===== src/rtl/fft_pkg.sv =====
// Shared FFT pipeline definitions: default frame size, complex sample type
// and the bit-reversal helper used for reorder addressing.
package fft_pkg;

    localparam int N_LOG2_DEF = 4;
    localparam int CPLX_W     = 17;

    typedef struct packed {
        logic signed [CPLX_W-1:0] re;
        logic signed [CPLX_W-1:0] im;
    } cplx_t;

    // Reverse the low nbits of idx; bits above nbits come back as zero.
    function automatic logic [31:0] bitrev(input logic [31:0] idx, input int nbits);
        logic [31:0] r;
        logic [31:0] v;
        r = '0;
        v = idx;
        for (int i = 0; i < 32; i++) begin
            if (i < nbits) begin
                r = {r[30:0], v[0]};
                v = v >> 1;
            end
        end
        return r;
    endfunction

endpackage


===== src/rtl/fft_reorder_ram.sv =====
// Simple dual-port reorder RAM: one write port, one registered read port.
module fft_reorder_ram
    import fft_pkg::*;
#(
    parameter int DW = 34,
    parameter int AW = 5
) (
    input  logic          clk,
    input  logic          wr_en,
    input  logic [AW-1:0] wr_addr,
    input  logic [DW-1:0] wr_data,
    input  logic          rd_en,
    input  logic [AW-1:0] rd_addr,
    output logic [DW-1:0] rd_data
);

    logic [DW-1:0] mem [2**AW];

    always_ff @(posedge clk) begin
        if (wr_en) begin
            mem[wr_addr] <= wr_data;
        end
        if (rd_en) begin
            rd_data <= mem[rd_addr];
        end
    end

endmodule


===== src/rtl/fft_bitrev_reorder.sv =====
// Ping-pong reorder buffer: writes bit-reversed input frames, reads them out
// in natural order as gap-free N-cycle bursts with sop/eop markers.
//
// state   | meaning
// S_IDLE  | no filled bank pending, outputs idle
// S_BURST | issuing reads rd_idx = 0..N-1 from rd_bank, one per cycle
module fft_bitrev_reorder
    import fft_pkg::*;
#(
    parameter int W      = 17,
    parameter int N_LOG2 = N_LOG2_DEF
) (
    input  logic                clk,
    input  logic                rst,
    input  logic                valid_in,
    input  logic signed [W-1:0] in_re,
    input  logic signed [W-1:0] in_im,
    output logic                valid_out,
    output logic signed [W-1:0] out_re,
    output logic signed [W-1:0] out_im,
    output logic                sop_out,
    output logic                eop_out
);

    localparam int AW = N_LOG2 + 1;

    localparam logic [0:0] S_IDLE  = 1'b0;
    localparam logic [0:0] S_BURST = 1'b1;

    logic [0:0]        state;
    logic [N_LOG2-1:0] wr_idx;
    logic              wr_bank;
    logic [N_LOG2-1:0] rd_idx;
    logic              rd_bank;

    logic              frame_done;
    logic              last_rd;
    logic              rd_en;
    logic [AW-1:0]     wr_addr;
    logic [AW-1:0]     rd_addr;
    logic [2*W-1:0]    rd_data;

    logic              rd_vld;
    logic              rd_sop;
    logic              rd_eop;

    assign frame_done = valid_in && (wr_idx == '1);
    assign last_rd    = (state == S_BURST) && (rd_idx == '1);
    assign rd_en      = (state == S_BURST);
    assign wr_addr    = {wr_bank, N_LOG2'(bitrev(32'(wr_idx), N_LOG2))};
    assign rd_addr    = {rd_bank, rd_idx};

    always_ff @(posedge clk) begin
        if (rst) begin
            wr_idx  <= '0;
            wr_bank <= 1'b0;
        end else if (valid_in) begin
            wr_idx <= wr_idx + 1'b1;
            if (frame_done) begin
                wr_bank <= ~wr_bank;
            end
        end
    end

    // A frame completing on the last read chains straight into the next burst.
    always_ff @(posedge clk) begin
        if (rst) begin
            state   <= S_IDLE;
            rd_idx  <= '0;
            rd_bank <= 1'b0;
        end else begin
            case (state)
                S_IDLE: begin
                    if (frame_done) begin
                        state   <= S_BURST;
                        rd_bank <= wr_bank;
                        rd_idx  <= '0;
                    end
                end
                S_BURST: begin
                    rd_idx <= rd_idx + 1'b1;
                    if (last_rd) begin
                        if (frame_done) begin
                            rd_bank <= wr_bank;
                        end else begin
                            state <= S_IDLE;
                        end
                    end
                end
                default: state <= S_IDLE;
            endcase
        end
    end

    fft_reorder_ram #(
        .DW (2*W),
        .AW (AW)
    ) u_ram (
        .clk     (clk),
        .wr_en   (valid_in),
        .wr_addr (wr_addr),
        .wr_data ({in_re, in_im}),
        .rd_en   (rd_en),
        .rd_addr (rd_addr),
        .rd_data (rd_data)
    );

    // Markers travel alongside the RAM read latency.
    always_ff @(posedge clk) begin
        if (rst) begin
            rd_vld <= 1'b0;
            rd_sop <= 1'b0;
            rd_eop <= 1'b0;
        end else begin
            rd_vld <= rd_en;
            rd_sop <= rd_en && (rd_idx == '0);
            rd_eop <= last_rd;
        end
    end

    always_ff @(posedge clk) begin
        if (rst) begin
            valid_out <= 1'b0;
            sop_out   <= 1'b0;
            eop_out   <= 1'b0;
            out_re    <= '0;
            out_im    <= '0;
        end else begin
            valid_out <= rd_vld;
            sop_out   <= rd_sop;
            eop_out   <= rd_eop;
            if (rd_vld) begin
                out_re <= rd_data[2*W-1:W];
                out_im <= rd_data[W-1:0];
            end
        end
    end

endmodule


===== config.mk =====
export PLATFORM = sky130hd
export DESIGN_NAME = fft_bitrev_reorder
export DESIGN_NICKNAME = d
export VERILOG_FILES = /design/src/rtl/fft_pkg.sv /design/src/rtl/fft_reorder_ram.sv /design/src/rtl/fft_bitrev_reorder.sv
export SDC_FILE = /design/constraint.sdc
export NUM_CORES = 1
export LEC_CHECK = 0
export CAP_MARGIN = 20
export CORE_UTILIZATION = 45
export CTS_CLUSTER_SIZE = 24
export DETAILED_ROUTE_END_ITERATION = 16
export HOLD_SLACK_MARGIN = 0.12
export PLACE_DENSITY_LB_ADDON = 0.2
export RECOVER_POWER = 100
export SYNTH_ARGS = -nofsm -noshare
export SYNTH_HDL_FRONTEND = slang
export SYNTH_SLANG_ARGS = --single-unit

===== constraint.sdc =====
create_clock -name clk -period 3.7 [get_ports clk]
set_input_delay 0.555 -clock clk [delete_from_list [all_inputs] [get_ports clk]]
set_output_delay 0.555 -clock clk [all_outputs]
set_load 0.1 [all_outputs]

==> results by group, run 1 <==
Outcome
  – Outcome: complete, but fails checks
  – Failing checks: capacitance limit, slew limit

Routing
  – DR vias: 22430
  – WL per Instance: 29.6 um
  – DRC viols: 0
  – Drt first pass iters: 5
  – Total wire length: ~110000 um
  – Iter 0 DRT Violations: around 2200
  – Via-to-Cell Ratio: roughly 5.8
  – ANT nets after route: 0

Die
  – # IOs: 74
  – Initial core utilization: 0.454
  – Core area: 98400 um^2
  – Chip width: 317 um
  – Rows: about 120
  – Die footprint: 101000 um^2
  – Chip height: 317 um

STA
  – Final Cycle Share: 0.912
  – Post-route minimum period: approximately 3.4 ns
  – Worst-Margin Slew: between 2 and 2.5 ns
  – Final hold viol count: 0
  – Slew headroom: -0.351
  – Setup_tns: 0 ns
  – Worst clock skew: ~0.019 ns
  – Final slew viol count: approximately 350
  – Final hold slack: around 0.34 ns
  – RSZ-0062 raised after global routing: no
  – Achievable frequency: between 200 and 300 MHz
  – Final-report setup violation count: 0

Yosys
  – Async SR Flop Fraction: 0
  – Syn_area_per_cell: between 15 and 20 um^2
  – Post-Syn Nets: 2305
  – Yosys warning count: 0
  – Cell count after synthesis: about 2300
  – Most frequent cell after synthesis: edfxtp_1
  – Synthesized cell area: between 40000 and 50000 um^2
  – Synth cell types: 53
  – Synth area leaders: edfxtp_1 (75%), mux2i_1 (7.3%), mux4_2 (5.8%)
  – Sequential area share after synthesis: 0.776
  – Synth top cells by count: edfxtp_1 (1122), mux2i_1 (324), o22ai_1 (127)
  – Ys flop type: edfxtp_1
  – Post-synth EDFFs: 1122
  – Share of the synthesized area in the top cell type: 0.754
  – Area leader, netlist: edfxtp_1
  – #FFs+latches synth: 1173

Worst setup path
  – Worst EP arrival: about 4 ns
  – Max incr delay on CP: about 1.4 ns
  – Critical Path, Cell by Cell: buf_12, nor2_1, buf_4, a22o_1, nor4_1, a31oi_1
  – Critical path capture point type: flip-flop
  – Critical Path Fanout Max: 23
  – CP max stage cell: nor2_1
  – WP data required: between 4 and 5 ns
  – Worst Path Class, Setup: reg -> reg
  – Crit start category: flip-flop

Final layout
  – Fillers: 7873
  – Share of post-route cells with drive strength above 1: 0.155
  – Reg area: 34700 um^2
  – Layout area overhead: 14.4%
  – Antenna cells: 0
  – Multi-input logic area: around 9200 um^2
  – Nets: between 2000 and 2500

Clocking
  – Clk buf depth: 3
  – Root buf cell: clkbuf_16
  – Clock Pin Slew Worst Setup and Hold Paths: roughly 0.060 ns
  – Number of clock sinks: ~1200
  – Clock Latency Late Sink: about 0.70 ns
  – CTS tree: done
  – Hold Buf Count CTS: 0
  – Postcts setup bufs: 0
  – H-Tree Depth: 3
  – CTS Buf Count: around 120
  – Post-cts sizing count: 0

Power and ir drop
  – VDD IR max: 0.368 mV
  – Leakage: approximately 0.015 uW
  – Pwr dens: 528 nW/um^2

Global route
  – GRT Residual Overflow: 0
  – Initial antenna violation count: 5
  – Largest net degree at the start of global routing: between 50 and 60
  – First-pass GRT wire length: 162000 um
  – Vias in the first global route: about 23000
  – Total track usage: 0.227

Worst hold path
  – Min-Delay Path Class: in -> reg

Place
  – Hpwl dp: approximately 65000 um
  – Routability cong.: between 0.8 and 0.9
  – PortBufs: between 70 and 80

Job
  – Max-Cap Viols: 20
-- sequential cells by signal, summed over array words and instances (netlist names) --
register	flops
eop_out	1
out_im	17
out_re	17
rd_bank	1
rd_en	1
rd_eop	1
rd_idx	4
rd_sop	1
rd_vld	1
sop_out	1
u_ram.mem	1088
u_ram.rd_data	34
valid_out	1
wr_bank	1
wr_idx	4
-- through the flow --
step                      utilization  cell area [um^2]  total power, uW  cells  worst slack [ns]
after floorplan                     -             44700            15100   2265             0.351
after global placement          0.483             47600            15400   3602             0.610
after CTS                       0.523             51500            27200   3825             0.735
after detailed placement        0.484             47600            15400   3604             0.609
after global routing            0.519             51100            27700   3843             0.278
final                           0.519             51100            27000   3843             0.325
-- critical path, delay by kind of cell (launching register included) --
| family | cells | cell delay, ns |
|---|---|---|
| and+or+nand+nor | 2 | 1.47 |
| buffers and inverters | 2 | 0.80 |
| DFF | 1 | 0.56 |
| AOI/OAI and AO/OA | 2 | 0.36 |
-- cell families after synthesis --
logic type                 after synthesis  synth area share
buffers and inverters                  136            0.0209
AOI/OAI and AO/OA                      276            0.0439
xor gates and xnor gates                 4          0.000784
and+or+nand+nor                        231            0.0259
muxes                                  442             0.131
DFF                                   1173             0.776
adders and majority gates                3          0.000840
-- routing by layer --
metal	track usage	wire length (um)
met1	0.315	48100
met2	0.371	55000
met3	0.0417	7860
met4	0.0629	2700
met5	0	0
-- path summary, 6_finish.rpt --
path / from / to / slack [ns] / depth (start not counted)
worst min-delay path: rst / out_im[6]$_SDFFE_PP0P_ / 0.34 / 2
worst max-delay path: rd_idx[3]$_SDFFE_PP0P_ / u_ram.rd_data[31]$_DFFE_PP_ / 0.32 / 6
worst max register to register: rd_idx[3]$_SDFFE_PP0P_ / u_ram.rd_data[31]$_DFFE_PP_ / 0.32 / 6
worst min register to register: rd_eop$_SDFF_PP0_ / eop_out$_SDFF_PP0_ / 0.44 / 1
-- layout make-up --
| cell class | instances | share of cell area |
|---|---|---|
| flip-flops and latches | 1173 | 0.679 |
| multi-input cells | 956 | 0.180 |
| clock buffers | 158 | 0.0621 |
| repair buffers | 203 | 0.0334 |
| well taps | 1287 | 0.0315 |
| clock inverters | 63 | 0.0135 |
| inverters | 3 | 0.000220 |
-- power by group --
group	switching, uW	internal, uW
clock	4920	6990
combinational	330	112
sequential	23.2	14600
-- layout by cell type (no fill, tap or decap), drive strengths merged, types with 7 or more instances in the layout --
cell type,count
clkbuf,238
a2111oi,16
nor2,126
nand2,12
mux4,115
clkinv,43
a31oi,34
a211oi,30
nor2b,31
nand3,8
a21oi,9
a22o,18
edfxtp,1122
mux2i,324
dlygate4sd3,72
a22oi,28
inv,7
bufinv,14
o21ai,7
dfxtp,51
buf,51
nor4,33
o22ai,127
Power figures use the tool's default switching activity.
==> inputs of run 2 (changes only) <==
--- a/config.mk
+++ b/config.mk
@@ -5,6 +5,7 @@
 export SDC_FILE = /design/constraint.sdc
 export NUM_CORES = 1
 export LEC_CHECK = 0
+export ABC_AREA = 0
 export CAP_MARGIN = 20
 export CORE_UTILIZATION = 45
 export CTS_CLUSTER_SIZE = 24
==> results of run 2 <==
Same layout as run 1: the final DEF is identical, and so are final timing and power.
==> inputs of run 3 (changes only) <==
--- a/config.mk
+++ b/config.mk
@@ -10,9 +10,11 @@
 export CORE_UTILIZATION = 45
 export CTS_CLUSTER_SIZE = 24
 export DETAILED_ROUTE_END_ITERATION = 16
+export GPL_ROUTABILITY_DRIVEN = 0
 export HOLD_SLACK_MARGIN = 0.12
-export PLACE_DENSITY_LB_ADDON = 0.2
+export PLACE_DENSITY = 0.62
 export RECOVER_POWER = 100
 export SYNTH_ARGS = -nofsm -noshare
 export SYNTH_HDL_FRONTEND = slang
+export SYNTH_HIERARCHICAL = 1
 export SYNTH_SLANG_ARGS = --single-unit
==> run 3 against run 2 <==
The flow still finishes with violations (capacitance limit, slew limit); fmax rose by 6.1%; combinational power rose by 12%; clock skew rose by 0.0017 ns; synthesized cell count up 14%; sequential cell count unchanged; via count rose by 3.8%; die area rose by 1.3%.
==> results by group, run 3 <==
Outcome
  – Outcome: complete, but fails checks
  – Failing checks: capacitance limit, slew limit

Yosys
  – Synth top cells by count: edfxtp_1 (1122), mux2i_1 (581), nand2_1 (108)
  – Mux cell area share after synthesis: 0.128 (-0.00289)
  – Synth area leaders: edfxtp_1 (74%), mux2i_1 (13%), dfxtp_1 (2.3%)
  – Share of the synthesized area in the top cell type: 0.744 (-0.0101)
  – Synth Area in Adders: 0.000828 (-0.0000112)
  – Compound-Gate Fraction of Synth Area: 0.0469 (+0.00303)
  – #FFs+latches synth: 1173 (unchanged)
  – Largest family of logic cells by synthesized area: multiplexers
  – Post-Syn Nets: 2616 (+13%)
  – Yosys warning count: 6 (+6)
  – Sequential area share after synthesis: 0.766 (-0.0104)
  – Synthesized cell area: 45300 um^2 (+1.4%)
  – Area leader, netlist: edfxtp_1
  – Post-synth EDFFs: 1122 (unchanged)
  – Ys flop type: edfxtp_1
  – Synth Area in XOR/XNOR: 0.000773 (-0.0000105)
  – Async SR Flop Fraction: 0 (unchanged)
  – Simple-gate share of the synthesized area: 0.0353 (+0.00940)
  – Cell count after synthesis: 2576 (+14%)
  – Synth cell types: 35 (-34%)
  – Most frequent cell after synthesis: edfxtp_1
  – Syn_area_per_cell: 17.6 um^2 (-11%)

Final layout
  – Max reg flops: 1088 (unchanged)
  – Antenna cells: 0 (unchanged)
  – Largest registers: u_ram/mem (1088), u_ram/rd_data (34)
  – Share of post-route cells with drive strength above 1: 0.0938 (-0.0616)
  – Layout area overhead: 13.8%
  – Most common cell after layout, fill and taps aside: edfxtp_1
  – Nets: 2785 (+12%)
  – Reg with most FFs: u_ram/mem
  – Final Cell Area: 51600 um^2 (+0.90%)
  – Final core utilization: 0.516 (-0.00361)
  – Most frequent cells in the layout: edfxtp_1 (1122), mux2i_1 (581), clkbuf_16 (118), nand2_1 (107), nand3_1 (107)

Power and ir drop
  – Sequential Power Share: 0.557 (+0.014)
  – Leakage: 0.0155 uW (+0.55%)
  – Pwr dens: 510 nW/um^2 (-3.4%)
  – Clock power share: 0.424 (-0.017)
  – Combinational Power Share: 0.019 (+0.003)
  – VDD IR max: 0.391 mV (+6.4%)
  – Switch Pwr: 5280 uW (+0.11%)
  – Total power draw: 26300 uW (-2.5%)
  – Switching part of the total: 0.201 (+0.00533)
  – Int Power: 21000 uW (-3.2%)

Clocking
  – CTS tree: done
  – Post-cts sizing count: 0 (unchanged)
  – CTS Buf Count: 117 (-1.7%)
  – Postcts setup bufs: 0 (unchanged)
  – H-Tree Depth: 3 (unchanged)
  – Clock Latency Late Sink: 0.70 ns (about the same)
  – Root buf cell: clkbuf_16
  – Hold Buf Count CTS: 0 (unchanged)
  – Number of clock sinks: 1173 (unchanged)
  – Clk buf depth: 3 (unchanged)
  – Clock Pin Slew Worst Setup and Hold Paths: 0.06 ns (about the same)

STA
  – Final-report setup violation count: 0 (unchanged)
  – Final hold viol count: 0 (unchanged)
  – Setup_tns: 0 ns (unchanged)
  – Final Cycle Share: 0.860 (-0.0526)
  – Achievable frequency: 314 MHz (+6.1%)
  – Worst-Margin Slew: 1.83 ns (-0.201 ns)
  – Final slew viol count: 1025 (+200%)
  – Worst clock skew: 0.0205 ns (+0.00165 ns)
  – Slew headroom: -0.217 (+0.134)
  – Post-route minimum period: 3.18 ns (-0.195 ns)
  – RSZ-0062 raised after global routing: no

Routing
  – Iter 0 DRT Violations: 2101 (-5.7%)
  – ANT nets after route: 0 (unchanged)
  – WL per Instance: 24.9 um (-16%)
  – Drt first pass iters: 5 (unchanged)
  – DR vias: 23283 (+3.8%)
  – Total wire length: 103000 um (-9.1%)
  – DRC viols: 0 (unchanged)
  – Via-to-Cell Ratio: 5.62 (-3.8%)

Worst setup path
  – Worst reg2reg path depth: 3 (-3)
  – Worst Path Class, Setup: in -> reg
  – RR Endpoint: u_ram/mem[10][30]$_DFFE_PP_
  – Crit. Startpoint: valid_in
  – Worst EP arrival: 3.45 ns (-0.46 ns)
  – Reg-to-reg slack, setup: 0.62 ns (+0.30 ns)
  – Critical path capture point type: flip-flop
  – Critical Path Fanout Max: 23 (unchanged)
  – WP data required: 3.97 ns (-0.26 ns)
  – Crit start category: input pin
  – FF-to-FF Start: wr_idx[0]$_SDFFE_PP0P_

Global route
  – Initial antenna violation count: 1 (-4)
  – Total track usage: 0.202 (-0.0255)
  – Largest net degree at the start of global routing: 100 (+92%)
  – Vias in the first global route: 23509 (+2.5%)
  – GRT Residual Overflow: 0 (unchanged)
  – First-pass GRT wire length: 153000 um (-5.5%)

Worst hold path
  – Min-Delay Path Class: reg -> reg
  – Worst-case hold path end point: sop_out$_SDFF_PP0_
  – Hold path cells: 1 (-1)
  – Worst hold start: rd_sop$_SDFF_PP0_

Die
  – Initial core utilization: 0.453 (-0.00113)
  – Core area: 100000 um^2 (+1.6%)
  – Rows: 116 (+0.87%)
  – Chip width: 319 um (+0.67%)
  – # IOs: 74 (unchanged)
  – Die footprint: 102000 um^2 (+1.3%)
  – Chip height: 319 um (+0.67%)

Place
  – Hpwl dp: 62100 um (-4.9%)
  – PortBufs: 73 (unchanged)
  – Post-DP Area: 48300 um^2 (+1.4%)

Job
  – Max-Cap Viols: 42 (+110%)
[run 3: cell types whose count changed after synthesis, moves of 25 or more]
cell,before,now
mux2i_1,324,581
o22ai_1,127,0
mux4_2,115,0
nand2_1,7,108
nand3_1,7,106
a21oi_1,9,106
a22oi_1,28,102
a22o_1,18,68
nor2_1,124,74
nor3_1,0,34
nor4_1,32,0
a211oi_1,30,0
nor2b_1,31,6
[run 3: through the flow]
| step | hold slack [ns] | instances | setup slack [ns] |
|---|---|---|---|
| finish | 0.461 | 4146 | 0.519 |
| global route | 0.476 | 4146 | 0.427 |
| CTS | 0.369 | 4139 | 0.856 |
| detailed placement | 0.442 | 3917 | 0.660 |
| global placement | 0.456 | 3916 | 0.692 |
| floorplan | 0.414 | 2576 | 0.649 |
[run 3: kinds of logic (layout without fill, tap and decap cells)]
group / Yosys count / count (layout)
xor gates and xnor gates: 4 / 4
adders and majority gates: 3 / 3
and+or+nand+nor: 352 / 352
muxes: 581 / 581
buffers and inverters: 150 / 422
DFF: 1173 / 1173
AOI/OAI and AO/OA: 313 / 313
[run 3: layout make-up]
cell class	instances	area, um^2
Multi-Input combinational cell	1253	9700
Fill cell	7947	48400
Timing Repair Buffer	197	1870
Tap cell	1298	1620
Sequential cell	1173	34700
Clock inverter	79	586
Inverter	3	11.3
Clock buffer	143	3090
[run 3: how the worst max path moves through the flow]
stage | slack [ns] | endpoint | cells after the start
2_1_floorplan | 0.65 | u_ram/mem[28][0]$_DFFE_PP_ | 3
3_3_place_gp | 0.69 | u_ram/mem[12][29]$_DFFE_PP_ | 4
3_5_place_dp | 0.66 | u_ram/mem[12][21]$_DFFE_PP_ | 4
4_1_cts | 0.86 | out_im[15] | 1
5_1_grt | 0.43 | u_ram/mem[5][15]$_DFFE_PP_ | 5
6_report | 0.52 | u_ram/mem[28][33]$_DFFE_PP_ | 4
[run 3: power by group through the flow]
stage          Sequential, uW  Clock, uW  Combinational (uW)
3_5_place_dp            14900          0                 532
2_1_floorplan           14900          0                 157
6_report                14700      11200                 496
3_3_place_gp            14900          0                 513
4_1_cts                 14600      11400                 533
5_1_grt                 14700      11900                 538
[run 3: critical path, stage by stage]
cell and delay (ns):
dlygate4sd3_1 0.77, or3b_1 0.65, nor2_4 0.20, clkbuf_1 1.25
[run 3: routing by layer]
metal | routed length [um] | global-route usage | up-vias
li1 | - | - | 10518
met3 | 5560 | 0.0293 | 122
met1 | 44500 | 0.276 | 11976
met2 | 51200 | 0.338 | 667
met5 | 0 | 0 | -
met4 | 2050 | 0.0546 | 0
